### src/rtl/uart_tx.sv
// uart_tx: 8N1/8N2 UART transmitter draining bytes from a FIFO.
// Ports: clk/rst, en, fifo_data/fifo_empty in; fifo_rd_en, tx, busy, tx_done out.
module uart_tx #(
  parameter int OVERSAMPLE = 32,
  parameter int STOP_BITS  = 1
) (
  input  logic       clk,
  input  logic       rst,
  input  logic       en,
  input  logic [7:0] fifo_data,
  input  logic       fifo_empty,
  output logic       fifo_rd_en,
  output logic       tx,
  output logic       busy,
  output logic       tx_done
);

  localparam int CW = $clog2(OVERSAMPLE);
  localparam logic [CW-1:0] OVS_MAX = CW'(OVERSAMPLE - 1);
  localparam logic          SB_MAX  = 1'(STOP_BITS - 1);

  typedef enum logic [2:0] {
    S_IDLE,
    S_FETCH,
    S_WAIT,
    S_START,
    S_DATA,
    S_STOP
  } state_e;

  state_e        state_q, state_d;
  logic [CW-1:0] ovs_q, ovs_d;
  logic          stop_q, stop_d;
  logic [2:0]    idx_q, idx_d;
  logic [7:0]    shift_q, shift_d;
  logic          tx_q, tx_d;
  logic          rd_q, rd_d;
  logic          busy_q, busy_d;
  logic          done_q, done_d;
  logic          bit_end;

  assign bit_end = (ovs_q == OVS_MAX);

  always_comb begin
    state_d = state_q;
    ovs_d   = ovs_q;
    stop_d  = stop_q;
    idx_d   = idx_q;
    shift_d = shift_q;
    done_d  = 1'b0;
    unique case (state_q)
      S_IDLE: begin
        if (en && !fifo_empty) state_d = S_FETCH;
      end
      S_FETCH: state_d = S_WAIT;
      S_WAIT: begin
        state_d = S_START;
        shift_d = fifo_data;
        ovs_d   = '0;
      end
      S_START: begin
        ovs_d = bit_end ? '0 : ovs_q + 1'b1;
        if (bit_end) state_d = S_DATA;
      end
      S_DATA: begin
        ovs_d = bit_end ? '0 : ovs_q + 1'b1;
        if (bit_end) begin
          shift_d = {1'b0, shift_q[7:1]};
          idx_d   = idx_q + 3'd1;
          if (idx_q == 3'd7) state_d = S_STOP;
        end
      end
      S_STOP: begin
        ovs_d = bit_end ? '0 : ovs_q + 1'b1;
        if (bit_end) begin
          if (stop_q == SB_MAX) begin
            stop_d  = 1'b0;
            state_d = S_IDLE;
            done_d  = 1'b1;
          end else begin
            stop_d = stop_q + 1'b1;
          end
        end
      end
      default: state_d = S_IDLE;
    endcase

    // Outputs are registered, so derive them from the next state.
    tx_d = 1'b1;
    if (state_d == S_START) tx_d = 1'b0;
    else if (state_d == S_DATA) tx_d = shift_d[0];
    rd_d   = (state_d == S_FETCH);
    busy_d = (state_d != S_IDLE);
  end

  always_ff @(posedge clk) begin
    if (rst) begin
      state_q <= S_IDLE;
      ovs_q   <= '0;
      stop_q  <= 1'b0;
      idx_q   <= '0;
      shift_q <= '0;
      tx_q    <= 1'b1;
      rd_q    <= 1'b0;
      busy_q  <= 1'b0;
      done_q  <= 1'b0;
    end else begin
      state_q <= state_d;
      ovs_q   <= ovs_d;
      stop_q  <= stop_d;
      idx_q   <= idx_d;
      shift_q <= shift_d;
      tx_q    <= tx_d;
      rd_q    <= rd_d;
      busy_q  <= busy_d;
      done_q  <= done_d;
    end
  end

  assign tx         = tx_q;
  assign fifo_rd_en = rd_q;
  assign busy       = busy_q;
  assign tx_done    = done_q;

endmodule

### config.mk
export PLATFORM = sky130hd
export DESIGN_NAME = uart_tx
export DESIGN_NICKNAME = d
export VERILOG_FILES = /design/src/rtl/uart_tx.sv
export SDC_FILE = /design/constraint.sdc
export NUM_CORES = 1
export LEC_CHECK = 0
export ABC_AREA = 1
export CAP_MARGIN = 30
export CORE_UTILIZATION = 45
export CTS_CLUSTER_DIAMETER = 50
export DETAILED_ROUTE_END_ITERATION = 16
export PLACE_DENSITY_LB_ADDON = 0.15
export SLEW_MARGIN = 20
export SYNTH_ARGS = -nofsm -noshare
export SYNTH_HDL_FRONTEND = slang
export SYNTH_SLANG_ARGS = --single-unit
### constraint.sdc
create_clock -name clk -period 1.6 [get_ports clk]
set_input_delay 0.32 -clock clk [delete_from_list [all_inputs] [get_ports clk]]
set_output_delay 0.32 -clock clk [all_outputs]
set_load 0.02 [all_outputs]
# Word-level counts from Yosys, hierarchy flattened
# Cells that the tools add are included.
[totals]
in_bits = 12
wordCells = 52
ff_bits = 24
[classes]
n_reduce_logical = 11
n_bitwise = 2
mux = 15
n_eq_ne = 11
addsub = 3
[op_table]
columns = ["cell", "count"]
rows = [
  ["$mux W3", 6],
  ["$pmux W3 S6", 1],
  ["$pmux W8 S2", 1],
  ["$eq A3 B3 Y1 const B", 4],
  ["$pmux W5 S2", 1],
  ["$eq A3 B2 Y1 const B", 3],
  ["$mux W8", 1],
  ["$eq A3 B1 Y1 const B", 2],
  ["$reduce_and A2 Y1", 3],
  ["$reduce_or A3 Y1", 2],
  ["$add A5 B1 Y5 const B", 1],
  ["$eq A5 B5 Y1 const B", 1],
  ["$mux W5", 1],
  ["$mux W1", 4],
  ["$reduce_bool A2 Y1", 2],
  ["$add A3 B1 Y3 const B", 1],
  ["$logic_not A3 Y1", 1],
  ["$reduce_bool A3 Y1", 1],
  ["$ne A2 B2 Y1 const B", 1],
  ["$not A1 Y1", 2],
  ["$add A1 B1 Y1 const B", 1],
  ["$logic_and A1 B1 Y1", 1],
  ["$logic_not A1 Y1", 1],
]

# Logic depth before layout (Yosys ltp)
# Gate-level depths: netlist (run 1).
[depth]
word_depth = 7
ltp_mapped = 13

# Worst setup path after synthesis (run 1)
# No wires, ideal clock.
[synth_path]
kind = "reg2reg"
startpoint = "reg ovs_q[0]"
endpoint = "reg tx_q, in the netlist tx"
required_ps = 1491
arrival_time_ps = 1600
path_stages_with_launch = 14
synth_period_minus_slack_ps = 1709
setup_time_ps = 109
path_slack_ps = -109
cell_sequence = "dfxtp_1 ha_1 nand2_1 nor2_1 ha_1 inv_1 nor2_2 nand2_1 nand2_1 nor2_1 nor2_2 nand3_1 nand2_1 inv_1"
[synth_between]
elab_chain_cells = 6
[synth_lines]
columns = ["element", "line_no", "rtl"]
rows = [
  ["start, declared", "32", "logic [CW-1:0] ovs_q, ovs_d;"],
  ["start signal, assigned", "109", "ovs_q <= ovs_d;"],
  ["$eq A5 B5 Y1 (*)", "42", "assign bit_end = (ovs_q == OVS_MAX);"],
  ["$mux W3, on equally long branches", "75, 63, 67", ""],
  ["$pmux W3 S6", "51", "unique case (state_q)"],
  ["$eq A3 B3 Y1", "91", "else if (state_d == S_DATA) tx_d = shift_d[0];"],
  ["$mux W1", "91", ""],
  ["$mux W1 (*)", "90", "if (state_d == S_START) tx_d = 1'b0;"],
  ["end signal, assigned", "113", "tx_q <= tx_d;"],
  ["end, declared", "36", "logic tx_q, tx_d;"],
]
# Mark *: on every way between the ends. The rest lies on a longest branch, timed or not. The select of a mux whose other input is x is not followed.
# A chain may end at the register's enable or synchronous reset.

# Worst setup path in the final report (run 1)
[layout_path]
startpoint = "reg ovs_q[1]"
endpoint = "reg tx_q, in the netlist tx"
# The elaborated chain is that of the path after synthesis.

==> results of run 1 <==
==> power groups by stage <==
stage          Clock, mW  Sequential [mW]  Combinational, mW
6_report           0.285            0.610              0.139
5_1_grt            0.317            0.613              0.156
4_1_cts            0.284            0.610              0.139
3_5_place_dp           0            0.623              0.139
3_3_place_gp           0            0.622              0.137
2_1_floorplan          0            0.627             0.0718
==> what timing repair did <==
action,in CTS,in global routing
buffers inserted,3,0
resized for setup,7,11
setup endpoints to repair,2,8
hold endpoints to repair,0,0
hold buffers,0,0
pin swaps,7,5
==> cells by family (layout without fill, tap and decap cells) <==
family | Yosys count | in the layout | share of synthesized area [%]
buffers and inverters | 13 | 41 | 4.55
adders and majority gates | 5 | 5 | 5.83
DFF | 23 | 23 | 42.9
xor gates and xnor gates | 1 | 1 | 0.816
and+or+nand+nor | 83 | 83 | 35.3
AOI/OAI and AO/OA | 20 | 20 | 10.6
==> final cells by class <==
type,instances,area [sq um]
Fill cell,201,791
Multi-Input combinational cell,109,629
Sequential cell,23,463
Timing Repair Buffer,26,243
Inverter,11,46.3
Tap cell,28,35.0
Clock buffer,4,26.3
==> Yosys cell counts, drive strengths merged <==
master / instances / area (sq um)
nor4: 1 / 6.26
nand4: 1 / 6.26
nand3b: 1 / 7.51
inv: 11 / 41.3
a21oi: 10 / 50.1
xor2: 1 / 8.76
nor2: 17 / 97.6
nand3: 9 / 45.0
a31oi: 7 / 43.8
o211ai: 1 / 7.51
nor3: 3 / 15.0
or2: 1 / 6.26
ha: 5 / 62.6
nand2: 50 / 195
clkbuf: 2 / 7.51
a22oi: 1 / 7.51
o21ai: 1 / 5.00
dfxtp: 23 / 460
==> flip-flops by register name, indices dropped and copies added (netlist names) <==
register,flops
tx,1
tx_done,1
fifo_rd_en,1
state_q,3
shift_q,8
ovs_q,5
idx_q,3
busy,1
==> critical path: cells and delay by family, from the launching register on <==
kind / cells / cell delay, ps
AND/OR/NAND/NOR: 9 / 710
flip-flops: 1 / 380
adder cells (fa/ha/maj): 2 / 340
buffers and inverters: 2 / 80
==> worst max path at each step <==
stage / start / end / depth (start not counted)
final: ovs_q[1] / tx / 13
after global routing: ovs_q[1] / tx / 13
after CTS: ovs_q[0] / tx / 13
after detailed placement: ovs_q[1] / tx / 13
after global placement: ovs_q[1] / tx / 13
after floorplan: ovs_q[1] / tx / 13
==> routing by layer <==
layer | global-route usage, % | up-vias
li1 | - | 535
met3 | 3.57 | 4
met1 | 26.3 | 445
met4 | 9.72 | 0
met2 | 36.9 | 16
met5 | 0 | -
==> reports/metrics.yaml, run 1 <==
kind_of_end_point_of_the_critical_path: "flop"
synth_nets: 162
r2r-end: "tx"
skew_ps: 9.27
fin_hold_ws_ps: 475
clock_path_buffers: 2
final_common_cell: "sky130_fd_sc_hd__nand2_1"
final_cell_count_no_fill: 201
later_pin_clock_latency_in_the_skew_report_ps: 320
power.clock.fraction_pct: 27.6
numCtsBuffers: 3
design.core.area_sq_mm: 0.00223
powerDensity_mw_per_mm2: 717
p_int_mw: 0.756
initial_core_util_pct: 48.1
detail_route.wirelength_um: 2420
run_status: "finished, final reports clean"
max_slew_margin_pct: 77.9
antenna-diode-count: 0
rsz0062_at_grt: "yes"
globalRouteTotalUtil_pct: 21.5
critPathRequiredTime_ps: 1840
critical_path.cell_chain: "ha_4 > nand2_4 > nor2_4 > ha_4 > inv_6 > nor2_4 > nand2_1 > nand2_2 > nor2_2 > nor2_2 > nand3_1 > nand2_1 > inv_1"
drt_iter0_markers: 12
hold_class: "reg -> reg"
cap_viol_max_count: 0
vias: 1000
regToRegSetupSlack_ps: 20
netSwitchingFraction_pct: 26.9
critPathLaunchType: "flop"
post-route-cell-area_sq_mm: 0.00144
drv_slew: 0
share_seq_of_total_power_pct: 59.0
fin_crit_sh_pct: 98.9
dieHeight_um: 50.8
horizontal_extent_of_the_die_um: 50.8
globalRouteOverflowTotal: 0
source_of_the_worst_hold_timing_path: "ovs_q[3]"
critical_path_class: "reg -> reg"
final_core_utilization_pct: 64.6
clockRootBuffer: "sky130_fd_sc_hd__clkbuf_4"
slowest_stage: "sky130_fd_sc_hd__dfxtp_2"
fmax_ghz: 0.632
fin_setup_tns_ps: 0
final_setup_violation_count: 0
syn_avg_cell_area_sq_um: 7.40
max-vdd-ir-drop_mv: 0.529
dr.max_layer_used: "met4"
static_leakage_nw: 0.637
numPlacedInstances: 194
design.final.nets: 191
area.growth.synth_to_final_pct: 34.4
drcViolationCount: 0
postRouteAntennaNets: 0
finalCriticalPeriod_ps: 1580
worst_slack_ps: 17.7
detail_route.wirelength.met1_um: 1110
yosysWarnings: 0
stage_delay_of_the_slowest_cell_on_the_critical_path_ps: 380
pre_cts_slack_ps: -69.1
post_drt_via_cell_ratio: 4.98
holdPathStages: 2
clkTransAtPathRegs_ps: 140
ys_types: 23
place_hpwl_um: 1670
synth_cells: 145
placedInstanceArea_sq_mm: 0.00132
port_buffers: 15
timing.rr.start: "ovs_q[1]"
row_count: 17
hold-path-endpoint: "ovs_q[3]"
wl_met2_um: 1210
report.power.total_mw: 1.03
antenna_violations_before_repair: 0
power.share.combinational_pct: 13.4
crit_fanout: 4
die_area_sq_mm: 0.00258
critPathArrivalTime_ps: 1830
clock_sink_count: 23
via_count_of_the_first_global_routing_pass: 919
drt-wirelength-per-cell_um: 12.0
seq_area_frac_synth_pct: 42.9
htree_levels: 1
grt_max_degree: 22
worst_r2r_path_depth: 13
met3_wirelength_um: 57
syn_area_sq_mm: 0.00107
ys_ff_latch: 23
mostFrequentLayoutCells: "47 x sky130_fd_sc_hd__nand2_1, 21 x sky130_fd_sc_hd__dfxtp_1, 11 x sky130_fd_sc_hd__clkdlybuf4s50_1, 11 x sky130_fd_sc_hd__buf_4, 10 x sky130_fd_sc_hd__a21oi_1"
wire_length_of_the_first_global_routing_pass_um: 4020
power.switching_mw: 0.278
boundaryPins: 16
drive_gt1_share_pct: 20.8
gp_congestion: 0.758
worst-slew-pin-transition_ps: 331
dr.pass1.iters: 4
finalHoldViolCount: 0
tritoncts: "yes"
Note: power is estimated with default switching activity, not from simulation.
==> run 2: changes to the inputs <==
--- a/config.mk
+++ b/config.mk
@@ -7,6 +7,7 @@
 export LEC_CHECK = 0
 export ABC_AREA = 1
 export CAP_MARGIN = 30
+export CORE_ASPECT_RATIO = 1.1
 export CORE_UTILIZATION = 45
 export CTS_CLUSTER_DIAMETER = 50
 export DETAILED_ROUTE_END_ITERATION = 16
==> run 2 against run 1 <==
  * Global-route usage decreased by 2.6 points
  * Sequential share of layout area fell by 1.4 points
  * The run now ends with setup timing left
  * Die area about the same
  * Register-to-register slack worse by 110 ps
  * Combinational power rose by 10%
  * Setup slack worse by 110 ps
==> reports/metrics.yaml, run 2 (same netlist as run 1, synthesis figures left out) <==
run_status: "complete, but fails checks"  # was finished, final reports clean
failed_checks: "setup timing"
drt_iter0_markers: 16  # was 12
power.switching_mw: 0.280  # was 0.278 mW
netSwitchingFraction_pct: 26.9  # about the same
worst_slack_ps: -96.8  # was 17.7 ps
gp_congestion: 0.889  # was 0.758
cap_viol_max_count: 0  # unchanged
place_hpwl_um: 1620  # was 1670 um
fin_setup_tns_ps: -259  # was 0 ps
dieHeight_um: 53.2  # was 50.8 um
final_core_utilization_pct: 67.1  # was 64.6%
regToRegSetupSlack_ps: -100  # was 20 ps
share_seq_of_total_power_pct: 58.8  # was 59.0%
power.share.combinational_pct: 14.7  # was 13.4%
rsz0062_at_grt: "yes"  # unchanged
initial_core_util_pct: 47.7  # was 48.1%
critPathLaunchType: "flop"  # unchanged
power.clock.fraction_pct: 26.5  # was 27.6%
final_common_cell: "sky130_fd_sc_hd__nand2_1"  # unchanged
via_count_of_the_first_global_routing_pass: 833  # was 919
wire_length_of_the_first_global_routing_pass_um: 3640  # was 4020 um
static_leakage_nw: 0.649  # was 0.637 nW
clock_path_buffers: 2  # unchanged
later_pin_clock_latency_in_the_skew_report_ps: 320  # about the same
die_area_sq_mm: 0.00259  # was 0.00258 sq mm
post-route-cell-area_sq_mm: 0.00151  # was 0.00144 sq mm
kind_of_end_point_of_the_critical_path: "flop"  # unchanged
powerDensity_mw_per_mm2: 688  # was 717 mW/mm^2
final_cell_count_no_fill: 204  # was 201
clock_sink_count: 23  # unchanged
clkTransAtPathRegs_ps: 140  # about the same
final_setup_violation_count: 8  # was 0
antenna_violations_before_repair: 0  # unchanged
largest_reg_flops: 8  # unchanged
hold_buffers: 0  # unchanged
p_int_mw: 0.760  # was 0.756 mW
crit_fanout: 3  # was 4
row_count: 18  # was 17
placedInstanceArea_sq_mm: 0.00132  # about the same
dr.pass1.iters: 4  # unchanged
globalRouteTotalUtil_pct: 18.9  # was 21.5%
globalRouteOverflowTotal: 0  # unchanged
hold_class: "reg -> reg"  # unchanged
design.final.nets: 192  # was 191
fmax_ghz: 0.589  # was 0.632 GHz
drive_gt1_share_pct: 26.4  # was 20.8%
pre_cts_slack_ps: -57.0  # was -69.1 ps
detail_route.wirelength_um: 2250  # was 2420 um
vias: 1010  # was 1,000
drv_slew: 0  # unchanged
finalCriticalPeriod_ps: 1700  # was 1580 ps
skew_ps: 17.0  # was 9.27 ps
grt_max_degree: 16  # was 22
clockRootBuffer: "sky130_fd_sc_hd__clkbuf_4"  # unchanged
postRouteAntennaNets: 0  # unchanged
port_buffers: 15  # unchanged
boundaryPins: 16  # unchanged
critical_path_class: "reg -> reg"  # unchanged
area.growth.synth_to_final_pct: 40.7  # was 34.4%
post_drt_via_cell_ratio: 4.95  # was 4.98
numCtsBuffers: 3  # unchanged
reg_top3: "shift_q: 8 flops, ovs_q: 5 flops"  # unchanged
worst-slew-pin-transition_ps: 351  # was 331 ps
mostFrequentLayoutCells: "42 x sky130_fd_sc_hd__nand2_1, 21 x sky130_fd_sc_hd__dfxtp_1, 12 x sky130_fd_sc_hd__clkdlybuf4s50_1, 10 x sky130_fd_sc_hd__buf_4"  # was 47 x sky130_fd_sc_hd__nand2_1, 21 x sky130_fd_sc_hd__dfxtp_1, 11 x sky130_fd_sc_hd__clkdlybuf4s50_1, 11 x sky130_fd_sc_hd__buf_4, 10 x sky130_fd_sc_hd__a21oi_1
drt-wirelength-per-cell_um: 11.0  # was 12.0 um
numPlacedInstances: 196  # was 194
htree_levels: 1  # unchanged
fin_crit_sh_pct: 106  # was 98.9%
design.core.area_sq_mm: 0.00225  # was 0.00223 sq mm
antenna-diode-count: 0  # unchanged
drcViolationCount: 0  # unchanged
max-vdd-ir-drop_mv: 0.531  # was 0.529 mV
largest-register: "shift_q"  # unchanged
horizontal_extent_of_the_die_um: 48.6  # was 50.8 um
tritoncts: "yes"  # unchanged
finalHoldViolCount: 0  # unchanged
max_slew_margin_pct: 76.4  # was 77.9%
critPathRequiredTime_ps: 1820  # was 1840 ps
critPathArrivalTime_ps: 1920  # was 1830 ps
[run 2: layout make-up]
cell class	instances	area, sq um
tap	30	37.5
timing repair buffer	27	264
inverter	11	53.8
clock inverter	1	5.00
sequential	23	463
clock buffer	3	22.5
fill	197	742
multi-input combinational	109	664
[run 2: final timing paths]
kind,endpoint,cells past startpoint,start
max,tx,13,ovs_q[0]
min,shift_q[1],2,shift_q[2]
max reg2reg,tx,13,ovs_q[0]
min reg2reg,shift_q[1],2,shift_q[2]
[run 2: repair_timing]
| action | in CTS | in global routing |
|---|---|---|
| setup buffers | 0 | 4 |
| endpoints found under the setup margin | 1 | 13 |
| gates resized for setup | 6 | 24 |
| pin swaps | 0 | 12 |
[run 2: worst max-delay path: stages, from the launching register on]
cell	delay, ps
sky130_fd_sc_hd__dfxtp_2	380
sky130_fd_sc_hd__ha_4	150
sky130_fd_sc_hd__nand2_4	60
sky130_fd_sc_hd__nor2_4	170
sky130_fd_sc_hd__ha_4	180
sky130_fd_sc_hd__inv_6	40
sky130_fd_sc_hd__nor2_4	110
sky130_fd_sc_hd__nand2_1	50
sky130_fd_sc_hd__nand2_1	100
sky130_fd_sc_hd__nor2_1	60
sky130_fd_sc_hd__nor2_2	120
sky130_fd_sc_hd__nand3_1	80
sky130_fd_sc_hd__nand2_1	60
sky130_fd_sc_hd__inv_1	30
[run 2: routing by layer]
layer	GRT usage, %	wire, um
met1	23.3	1090
met2	31.5	1070
met3	3.74	59
met4	10.3	34
met5	0	0
[run 2: power groups by stage]
| stage | Combinational, mW | Clock [mW] | Sequential [mW] |
|---|---|---|---|
| finish | 0.153 | 0.275 | 0.611 |
| global route | 0.171 | 0.313 | 0.614 |
| CTS | 0.143 | 0.283 | 0.610 |
| detailed placement | 0.141 | 0 | 0.622 |
| global placement | 0.139 | 0 | 0.623 |
| floorplan | 0.0718 | 0 | 0.627 |
[run 2: stage by stage]
stage               hold slack [ps]  total power, mW
floorplan                       393            0.699
global placement                448            0.761
detailed placement              459            0.763
CTS                             478             1.04
global route                    498             1.10
finish                          474             1.04
